[src/rtl/rom_fifo_sched_if.sv]
// Bus bundle for the frame scheduler that sits between the pattern ROM and
// the write port of the pixel FIFO. Also carries the control/status strobes
// and two debug taps (FSM state, skid occupancy).
//
// Handshake semantics:
//   ROM side  - rom_en is a read request. The ROM has no stall, so rom_data
//               for that address is valid exactly ROM_LAT cycles later.
//   FIFO side - fifo_full acts as the inverted ready. A pixel is transferred
//               in every cycle where fifo_wr_en=1. fifo_wr_en is never raised
//               while fifo_full=1. fifo_din is meaningful only when
//               fifo_wr_en=1.
interface rom_fifo_sched_if #(
  parameter int DATA_W     = 24,
  parameter int ADDR_W     = 19,
  parameter int SKID_DEPTH = 4
);
  localparam int SCW = $clog2(SKID_DEPTH + 1);

  logic              start;
  logic              continuous;
  logic              abort;
  logic              rom_en;
  logic [ADDR_W-1:0] rom_addr;
  logic [DATA_W-1:0] rom_data;
  logic              fifo_full;
  logic              fifo_wr_en;
  logic [DATA_W-1:0] fifo_din;
  logic              busy;
  logic              done;
  logic [1:0]        state_dbg;
  logic [SCW-1:0]    skid_cnt_dbg;

  // Scheduler side
  modport master (
    input  start, continuous, abort, rom_data, fifo_full,
    output rom_en, rom_addr, fifo_wr_en, fifo_din, busy, done,
           state_dbg, skid_cnt_dbg
  );

  // Environment side (controller, ROM, FIFO)
  modport slave (
    output start, continuous, abort, rom_data, fifo_full,
    input  rom_en, rom_addr, fifo_wr_en, fifo_din, busy, done,
           state_dbg, skid_cnt_dbg
  );
endinterface

[src/rtl/rom_fifo_sched.sv]
// Write-side frame scheduler. It issues ROM reads for one frame and tracks
// the reads still in flight in a ROM_LAT-deep valid shift register. Returning
// data is caught in a small skid buffer, and the buffer is drained into the
// pixel FIFO under fifo_full backpressure.
// A read is issued only while skid occupancy plus reads in flight is below
// SKID_DEPTH. Every returning pixel therefore has a free slot, so no pixel is
// lost.
module rom_fifo_sched #(
  parameter int DATA_W       = 24,
  parameter int ADDR_W       = 19,
  parameter int FRAME_PIXELS = 307200,
  parameter int ROM_LAT      = 2,
  parameter int SKID_DEPTH   = 4
) (
  input  logic                 clk,
  input  logic                 rst,
  rom_fifo_sched_if.master     bus
);

  // One extra bit so that a count can reach FRAME_PIXELS = 2**ADDR_W
  localparam int CNT_W = ADDR_W + 1;
  localparam int SCW   = $clog2(SKID_DEPTH + 1);
  localparam int PW    = (SKID_DEPTH > 1) ? $clog2(SKID_DEPTH) : 1;
  localparam logic [CNT_W-1:0] FRAME_CNT = CNT_W'(FRAME_PIXELS);

  typedef enum logic [1:0] {
    S_IDLE  = 2'd0,
    S_FILL  = 2'd1,
    S_DRAIN = 2'd2,
    S_DONE  = 2'd3
  } state_e;

  state_e            state_q, state_d;
  logic [CNT_W-1:0]  issue_cnt_q, issue_cnt_d;
  logic [CNT_W-1:0]  wr_cnt_q, wr_cnt_d;
  logic [ROM_LAT-1:0] vld_q, vld_d;
  logic [ROM_LAT:0]  vld_ext;
  logic [DATA_W-1:0] skid_mem_q [SKID_DEPTH];
  logic [DATA_W-1:0] skid_mem_d [SKID_DEPTH];
  logic [PW-1:0]     head_q, head_d;
  logic [PW-1:0]     tail_q, tail_d;
  logic [SCW-1:0]    skid_cnt_q, skid_cnt_d;

  logic [SCW-1:0]    inflight;
  logic [CNT_W-1:0]  issue_cnt_adv;
  logic [CNT_W-1:0]  wr_cnt_adv;
  logic              busy_states;
  logic              issue;
  logic              push;
  logic              pop;
  logic              clear;

  function automatic logic [PW-1:0] ptr_inc(input logic [PW-1:0] p);
    return (p == PW'(SKID_DEPTH - 1)) ? '0 : p + PW'(1);
  endfunction

  // Count the ROM reads whose data has not yet returned
  always_comb begin
    inflight = '0;
    for (int i = 0; i < ROM_LAT; i++) begin
      inflight = inflight + SCW'(vld_q[i]);
    end
  end

  // Issue, capture and write strobes, all from registered state and fifo_full
  always_comb begin
    busy_states   = (state_q == S_FILL) || (state_q == S_DRAIN);
    issue         = (state_q == S_FILL) && (issue_cnt_q < FRAME_CNT) &&
                    (({1'b0, skid_cnt_q} + {1'b0, inflight}) < (SCW+1)'(SKID_DEPTH));
    push          = vld_q[ROM_LAT-1];
    pop           = busy_states && (skid_cnt_q != '0) && !bus.fifo_full;
    issue_cnt_adv = issue_cnt_q + CNT_W'(issue);
    wr_cnt_adv    = wr_cnt_q + CNT_W'(pop);
  end

  // Frame FSM: next state, plus the clear that starts every frame from zero
  always_comb begin
    state_d = state_q;
    clear   = 1'b0;
    if (bus.abort) begin
      state_d = S_IDLE;
      clear   = 1'b1;
    end else begin
      case (state_q)
        S_IDLE: begin
          if (bus.start) begin
            state_d = S_FILL;
            clear   = 1'b1;
          end
        end
        S_FILL: begin
          if (issue_cnt_adv == FRAME_CNT) state_d = S_DRAIN;
        end
        S_DRAIN: begin
          if (wr_cnt_adv == FRAME_CNT) state_d = S_DONE;
        end
        S_DONE: begin
          clear   = 1'b1;
          state_d = bus.continuous ? S_FILL : S_IDLE;
        end
        default: begin
          state_d = S_IDLE;
          clear   = 1'b1;
        end
      endcase
    end
  end

  // Datapath next state: the in-flight shift, the skid ring and the counters
  always_comb begin
    vld_ext     = {vld_q, issue};
    vld_d       = vld_ext[ROM_LAT-1:0];
    skid_mem_d  = skid_mem_q;
    head_d      = head_q;
    tail_d      = tail_q;
    skid_cnt_d  = skid_cnt_q + SCW'(push) - SCW'(pop);
    issue_cnt_d = issue_cnt_adv;
    wr_cnt_d    = wr_cnt_adv;
    if (push) begin
      skid_mem_d[tail_q] = bus.rom_data;
      tail_d             = ptr_inc(tail_q);
    end
    if (pop) begin
      head_d = ptr_inc(head_q);
    end
    // A clear drops reads still in flight, so late ROM data is never captured
    if (clear) begin
      vld_d       = '0;
      head_d      = '0;
      tail_d      = '0;
      skid_cnt_d  = '0;
      issue_cnt_d = '0;
      wr_cnt_d    = '0;
    end
  end

  // State and datapath registers, all cleared asynchronously
  always_ff @(posedge clk or negedge rst) begin
    if (!rst) begin
      state_q     <= S_IDLE;
      issue_cnt_q <= '0;
      wr_cnt_q    <= '0;
      vld_q       <= '0;
      head_q      <= '0;
      tail_q      <= '0;
      skid_cnt_q  <= '0;
      for (int i = 0; i < SKID_DEPTH; i++) skid_mem_q[i] <= '0;
    end else begin
      state_q     <= state_d;
      issue_cnt_q <= issue_cnt_d;
      wr_cnt_q    <= wr_cnt_d;
      vld_q       <= vld_d;
      head_q      <= head_d;
      tail_q      <= tail_d;
      skid_cnt_q  <= skid_cnt_d;
      for (int i = 0; i < SKID_DEPTH; i++) skid_mem_q[i] <= skid_mem_d[i];
    end
  end

  // rom_addr follows the issue count, so it holds whenever nothing is issued
  assign bus.rom_en       = issue;
  assign bus.rom_addr     = issue_cnt_q[ADDR_W-1:0];
  assign bus.fifo_wr_en   = pop;
  assign bus.fifo_din     = skid_mem_q[head_q];
  assign bus.busy         = busy_states;
  assign bus.done         = (state_q == S_DONE);
  assign bus.state_dbg    = state_q;
  assign bus.skid_cnt_dbg = skid_cnt_q;

endmodule

[src/flat_wrapper.sv]
// flat-port wrapper written by rule: the top's interface ports become plain ports
module rom_fifo_sched_flat 
#(
  parameter int DATA_W       = 24,
  parameter int ADDR_W       = 19,
  parameter int FRAME_PIXELS = 307200,
  parameter int ROM_LAT      = 2,
  parameter int SKID_DEPTH   = 4
)
  (clk, rst, bus_start, bus_continuous, bus_abort, bus_rom_data, bus_fifo_full, bus_rom_en, bus_rom_addr, bus_fifo_wr_en, bus_fifo_din, bus_busy, bus_done, bus_state_dbg, bus_skid_cnt_dbg);
  rom_fifo_sched_if #(.DATA_W(DATA_W), .ADDR_W(ADDR_W), .SKID_DEPTH(SKID_DEPTH)) bus_i ();
  input  logic clk;
  input  logic rst;
  input wire logic [$bits(bus_i.start)-1:0] bus_start;
  input wire logic [$bits(bus_i.continuous)-1:0] bus_continuous;
  input wire logic [$bits(bus_i.abort)-1:0] bus_abort;
  input wire logic [$bits(bus_i.rom_data)-1:0] bus_rom_data;
  input wire logic [$bits(bus_i.fifo_full)-1:0] bus_fifo_full;
  output wire logic [$bits(bus_i.rom_en)-1:0] bus_rom_en;
  output wire logic [$bits(bus_i.rom_addr)-1:0] bus_rom_addr;
  output wire logic [$bits(bus_i.fifo_wr_en)-1:0] bus_fifo_wr_en;
  output wire logic [$bits(bus_i.fifo_din)-1:0] bus_fifo_din;
  output wire logic [$bits(bus_i.busy)-1:0] bus_busy;
  output wire logic [$bits(bus_i.done)-1:0] bus_done;
  output wire logic [$bits(bus_i.state_dbg)-1:0] bus_state_dbg;
  output wire logic [$bits(bus_i.skid_cnt_dbg)-1:0] bus_skid_cnt_dbg;
  assign bus_i.start = bus_start;
  assign bus_i.continuous = bus_continuous;
  assign bus_i.abort = bus_abort;
  assign bus_i.rom_data = bus_rom_data;
  assign bus_i.fifo_full = bus_fifo_full;
  assign bus_rom_en = bus_i.rom_en;
  assign bus_rom_addr = bus_i.rom_addr;
  assign bus_fifo_wr_en = bus_i.fifo_wr_en;
  assign bus_fifo_din = bus_i.fifo_din;
  assign bus_busy = bus_i.busy;
  assign bus_done = bus_i.done;
  assign bus_state_dbg = bus_i.state_dbg;
  assign bus_skid_cnt_dbg = bus_i.skid_cnt_dbg;
  rom_fifo_sched #(.DATA_W(DATA_W), .ADDR_W(ADDR_W), .FRAME_PIXELS(FRAME_PIXELS), .ROM_LAT(ROM_LAT), .SKID_DEPTH(SKID_DEPTH)) u_core (.clk(clk), .rst(rst), .bus(bus_i));
endmodule
[config.mk]
export PLATFORM = sky130hd
export DESIGN_NAME = rom_fifo_sched_flat
export DESIGN_NICKNAME = d
export VERILOG_FILES = /design/src/rtl/rom_fifo_sched_if.sv /design/src/rtl/rom_fifo_sched.sv /design/src/flat_wrapper.sv
export SDC_FILE = /design/constraint.sdc
export NUM_CORES = 1
export LEC_CHECK = 0
export BUFFER_PORTS_ARGS = -buffer_cell sky130_fd_sc_hd__buf_4
export CORE_ASPECT_RATIO = 1.75
export CORE_MARGIN = 2
export CORE_UTILIZATION = 59
export CTS_CLUSTER_DIAMETER = 80
export DETAILED_ROUTE_END_ITERATION = 10
export GPL_ROUTABILITY_DRIVEN = 0
export PLACE_DENSITY = 0.91
export RECOVER_POWER = 25
export SETUP_SLACK_MARGIN = 0.5
export SYNTH_ARGS = -nofsm -noshare
export SYNTH_HDL_FRONTEND = slang
export SYNTH_SLANG_ARGS = --single-unit
[constraint.sdc]
create_clock -name clk -period 5.1 [get_ports clk]
set_input_delay 1.02 -clock clk [delete_from_list [all_inputs] [get_ports clk]]
set_output_delay 1.02 -clock clk [all_outputs]
set_load 0.02 [all_outputs]
**After elaboration in Yosys (flattened, before gate mapping)**

Index checks and enable logic that the tools add are counted.

- Latch bits: 0
- Memories: 0
- Memory bits (writable): 0
- Logic and storage cells: 73
- Bits in read-only memories: 0
- Input port bits: 30
- Output and inout port bits: 52
- Flip-flop bits (word level): 147

- Shift operators: 0
- Multiplexer cells: 25
- Order comparisons: 5
- Equal/unequal tests: 10
- Reductions and logical operators: 12
- Multipliers: 0
- Divide/modulo/power cells: 0
- Bitwise gates (word level): 2
- Add/sub/neg operators: 8

Operators with widths:

| kind | count |
|---|---|
| $bwmux 96 | 1 |
| $mux 24 | 3 |
| $bmux 24 s2 | 1 |
| $demux 24 s2 | 1 |
| $add 20x1->20 | 2 |
| $eq 20x19->1 const B | 2 |
| $mux 20 | 2 |
| $mux 2 | 11 |
| $lt 20x19->1 const B | 1 |
| $ne 3x3->1 const B | 3 |
| $eq 2x2->1 const B | 4 |
| $pmux 2 s4 | 1 |
| $ge 3x3->1 const B | 2 |
| $not 2->3 | 2 |
| $logic_and 1x1->1 | 5 |
| $add 2x1->2 const B | 2 |
| $add 3x3->4 | 1 |
| $lt 4x3->1 const B | 1 |
| $reduce_bool 2->1 | 2 |
| $add 3x1->3 | 1 |
| $lt 3x1->1 const B | 1 |
| $mux 1 | 3 |
| $mux 3 | 1 |
| $reduce_and 3->1 | 1 |
| 8 further kinds | 8 |

**Logic depth before layout (Yosys ltp)**

- Depth in word-level cells: 9
- Gate-level depth with buffers: 15
- Depth with buffers taken out: 14

**Least setup slack after synthesis**

OpenSTA, ideal clock, no wires.

- Path kind: register to register
- From: reg u_core.state_q[0], in the netlist u_core.bus.state_dbg[0]
- To: reg u_core.state_q[0], in the netlist u_core.bus.state_dbg[0]
- Cell stages (with the launch flop): 14
- Period minus slack after synthesis: 4.362 ns
- Slack: 0.738 ns
- Arrival time: 4.250 ns
- Setup time: 0.111 ns
- Data required time: 4.989 ns
- Path through: dfrtp_1 -> inv_1 -> ha_1 -> nor3b_1 -> ha_1 -> ha_1 -> clkbuf_1 -> and2_1 -> nand4_1 -> nand2b_1 -> o31ai_1 -> nand4b_1 -> a22o_1 -> a2111oi_2

- Word-level cells in the longest chain between the ends: 8
- Elaborated cells on any way between the ends: 19
- Those cells by class: 2 x add/sub; 8 x eq/ne; 2 x mux; 7 x reduce/logical

Ends and longest elaborated chain:

| what | RTL line | RTL |
|---|---|---|
| from (decl) | rom_fifo_sched.sv:33 | `state_e state_q, state_d;` |
| from (signal assigned) | rom_fifo_sched.sv:149 | `state_q <= state_d;` |
| $eq 2x1->1 or $eq 2x2->1 (tied branches) | rom_fifo_sched.sv:67 | `busy_states = (state_q == S_FILL) \|\| (state_q == S_DRAIN);` |
| $logic_or 1x1->1 * | rom_fifo_sched.sv:67 |  |
| named net bus_busy | flat_wrapper.sv:23 | `output wire logic [$bits(bus_i.busy)-1:0] bus_busy;` |
| $logic_and 1x1->1 * (2 in series) | rom_fifo_sched.sv:71 | `pop = busy_states && (skid_cnt_q != '0) && !bus.fifo_full;` |
| named net bus_fifo_wr_en | flat_wrapper.sv:21 | `output wire logic [$bits(bus_i.fifo_wr_en)-1:0] bus_fifo_wr_en;` |
| $add 20x1->20 * | rom_fifo_sched.sv:73 | `wr_cnt_adv = wr_cnt_q + CNT_W'(pop);` |
| $eq 20x19->1 * | rom_fifo_sched.sv:95 | `if (wr_cnt_adv == FRAME_CNT) state_d = S_DONE;` |
| $ne 3x3->1 (no source line) * | - |  |
| $reduce_and 3->1 (no source line) * | - |  |

The timed path passes the listed nets; every way through them passes the cells marked *.
A chain may end at the register's enable or synchronous reset.

**Worst setup path after layout**

- From: reg u_core.vld_q[1]
- To: reg u_core.state_q[0], in the netlist u_core.bus.state_dbg[0]

- Word-level cells in the longest chain between the ends: 8

Ends and longest elaborated chain:

| what | RTL line | RTL |
|---|---|---|
| from (decl) | rom_fifo_sched.sv:36 | `logic [ROM_LAT-1:0] vld_q, vld_d;` |
| from (signal assigned) | rom_fifo_sched.sv:152 | `vld_q <= vld_d;` |
| $add 1x1->2 | rom_fifo_sched.sv:61 | `inflight = inflight + SCW'(vld_q[i]);` |
| $add 3x3->4 | rom_fifo_sched.sv:69 | `(({1'b0, skid_cnt_q} + {1'b0, inflight}) < (SCW+1)'(SKID_DEPTH));` |
| $lt 4x3->1 | rom_fifo_sched.sv:69 |  |
| $logic_and 1x1->1 | rom_fifo_sched.sv:68 | `issue = (state_q == S_FILL) && (issue_cnt_q < FRAME_CNT) &&` |
| $add 20x1->20 | rom_fifo_sched.sv:72 | `issue_cnt_adv = issue_cnt_q + CNT_W'(issue);` |
| $eq 20x19->1 | rom_fifo_sched.sv:92 | `if (issue_cnt_adv == FRAME_CNT) state_d = S_DRAIN;` |
| $ne 3x3->1 (no source line) | - |  |
| $reduce_and 3->1 (no source line) | - |  |

Every way passes these cells.

==> key figures <==
Detailed routing
  – Iter 0 DRT Violations: 412
  – Final ANT Viol Nets: 0
  – DR WL/cell: 19.6 um
  – Remaining DRCs: 0
  – DR pass1 iterations: 6
  – DR vias: 5,095
  – Vias per cell: 6.09
  – DRT Wirelength: 16.4 mm

Finish
  – Area growth from synthesis to layout: 16.4%
  – FF+latch area: 3680 sq um
  – Fraction of layout cells with a size suffix above 1: 37.2%
  – Multi-input combinational cell area: 3500 sq um
  – Layout Nets: 705
  – ANT cells: 0
  – Design area: 8720 sq um
  – Fillers: 845

Logic synthesis
  – Top cells by area, synth: dfrtp_1, mux2_2, mux4_2
  – Netlist Area Pre-Place: 7490 sq um
  – Syn. warnings: 0
  – Seq/Total Area, Yosys: 49.1%
  – FF+latch count, synth: 147
  – Asr flop ratio synth: 100%
  – Synth top cells by count: dfrtp_1, mux2_2, nor2_1
  – Netlist cell types: 61
  – Number of enable flip-flop cells after synthesis: 0
  – Most common cell in the netlist: dfrtp_1
  – Synth Net Count: 653
  – Synthesized netlist cell count: 604
  – Area leader, netlist: dfrtp_1
  – Top FF cell, synth: dfrtp_1
  – Synth top area share: 49.1%
  – Synth Area per Inst: 12.4 sq um

Timing
  – Final setup margin: 0.730 ns
  – Final period util: 85.7%
  – Max Freq: 0.229 GHz
  – Minimum clock period: 4.37 ns
  – Final Max Tran Viols: 115
  – Max_slew headroom: -84.9%
  – Final setup viols: 0
  – Unrepaired setup endpoints after global routing: no
  – WHS: 0.499 ns
  – Setup Skew: 0.00850 ns
  – Worst Tran Pin Value: 2.77 ns
  – Fin Setup TNS: 0 ns
  – Final hold violations: 0

Setup path
  – Required time worst endpoint: 5.40 ns
  – Crit. End Element: register
  – Largest fanout on the critical path: 8
  – Crit path DAT: 4.67 ns
  – CP Buf/Inv Count: 0
  – Crit start category: register
  – CP top delay family: simple AND/OR/NAND/NOR gates
  – Crit path kind: register to register
  – CP peak stage delay: 0.56 ns
  – Top cell by count, worst path: ha_1
  – Slowest-stage cell, CP: or4_1
  – Crit-path cells: ha_1 -> ha_1 -> nor4b_1 -> nand2_1 -> a21oi_1 -> ha_2 -> ha_1 -> nand3_1 -> o31a_1 -> nor3_1 -> o2111ai_1 -> or4_1 -> a22o_1 -> a2111oi_2

Clock network
  – Hold buffer count at CTS: 0
  – Clk pin slew, worst setup/hold paths: 0.06 ns
  – Max clock buf depth: 2
  – H-tree depth: 4
  – Clk_lat worst skew: 0.42 ns
  – Clock Tree Root: clkbuf_16
  – Total CTS buffers: 17
  – TritonCTS Sinks: 147
  – CTS tree: built

Place
  – Dpl ws: 0.810 ns
  – Port-buffer cells: 81
  – Placed instance area: 8080 sq um
  – Hpwl dp: 10.7 mm

Global routing
  – Largest net degree at the start of global routing: 115
  – Vias in the first global route: 5,381
  – GRT Residual Overflow: 0
  – Gr usage total: 25.3%
  – Global-route wire length before repair: 26.5 mm
  – Initial antenna violation count: 0

Power and ir drop
  – Static Leak: 3.77 nW
  – Total power: 3.59 mW
  – Worst IR Drop VDD: 357 uV
  – P per Cell Area: 412 nW/um^2

Floorplan
  – Cell Rows: 54
  – Die Ht: 153 um
  – Initial Util: 60.2%
  – Die Wd: 89.2 um
  – I/O pin cnt: 82
  – CORE AREA: 12,400 sq um
  – Full die area: 13,600 sq um

Job
  – Max-cap viol count: 1

Run status
  – Failing checks: max-capacitance violations, max-slew violations
  – Status: finished with violations

Worst hold path
  – Hold Path Class: register to register
==> cells by family after synthesis <==
group / count (synthesis) / synth area share, %
buf+inv: 65 / 4.34
flops: 147 / 49.1
mux: 128 / 22.7
fa+ha+maj: 19 / 3.27
xor+xnor: 35 / 4.09
compound gates: 45 / 4.48
simple gates: 165 / 12.0
==> where the power goes <==
group          switching (mW)  leakage, nW  internal [mW]  total, mW
sequential             0.0908         1.83           1.31       1.40
clock                   0.497        0.306          0.819       1.32
combinational           0.448         1.63          0.430      0.877
total                    1.04         3.77           2.56       3.59
==> registers in the layout, summed over array words and instances, names as in the netlist <==
register	flops
u_core.bus.state_dbg	2
u_core.vld_q	2
u_core.skid_mem_q	96
u_core.issue_cnt_q	20
u_core.head_q	2
u_core.bus.skid_cnt_dbg	3
u_core.tail_q	2
u_core.wr_cnt_q	20
==> final timing paths <==
| path | slack [ns] | depth (start not counted) | start | endpoint |
|---|---|---|---|---|
| max in group asynchronous | 1.99 | 2 | rst | u_core.head_q[0]$_DFFE_PN0P_ |
| max | 0.73 | 14 | u_core.vld_q[1]$_DFF_PN0_ | u_core.bus.state_dbg[0]$_DFFE_PN0P_ |
| max reg2reg | 0.73 | 14 | u_core.vld_q[1]$_DFF_PN0_ | u_core.bus.state_dbg[0]$_DFFE_PN0P_ |
| min reg2reg | 0.50 | 1 | u_core.skid_mem_q[2]$_DFFE_PN0P_ | u_core.skid_mem_q[2]$_DFFE_PN0P_ |
| min in group asynchronous | 1.48 | 1 | rst | u_core.skid_mem_q[7]$_DFFE_PN0P_ |
| min | 0.50 | 1 | u_core.skid_mem_q[2]$_DFFE_PN0P_ | u_core.skid_mem_q[2]$_DFFE_PN0P_ |
==> timing repair <==
item	in CTS	in global routing
setup endpoints to repair	0	1
setup buffers	0	0
gates resized for setup	0	2
==> layout make-up <==
type                       count  share of cell area [%]
sequential                   147                    42.2
multi-input combinational    392                    40.1
timing repair buffer          88                    7.55
clock buffer                  20                    5.35
tap                          168                    2.41
clock inverter                12                    1.94
inverter                      10                   0.431
==> through the flow <==
step / util [%] / cells
floorplan: - / 604
global placement: 65.0 / 805
detailed placement: 65.0 / 805
CTS: 70.1 / 837
global route: 70.1 / 837
finish: 70.1 / 837
==> cells in the final DEF (no fill, tap or decap), types with 17 or more instances in the layout <==
cell	instances
nand3_1	19
xor2_1	17
nand2_1	18
dfrtp_1	146
buf_4	87
mux4_2	24
clkbuf_16	17
ha_1	17
xnor2_1	18
mux2_2	96
nor2_1	48
==> routing by layer <==
layer	up-vias	part of all wire, %	track usage, %
li1	2262	-	-
met1	2591	37	29.1
met2	210	56	44.9
met3	32	5.1	6.43
met4	0	1.9	7.89
met5	-	0	0
Power figures use the tool's default switching activity.
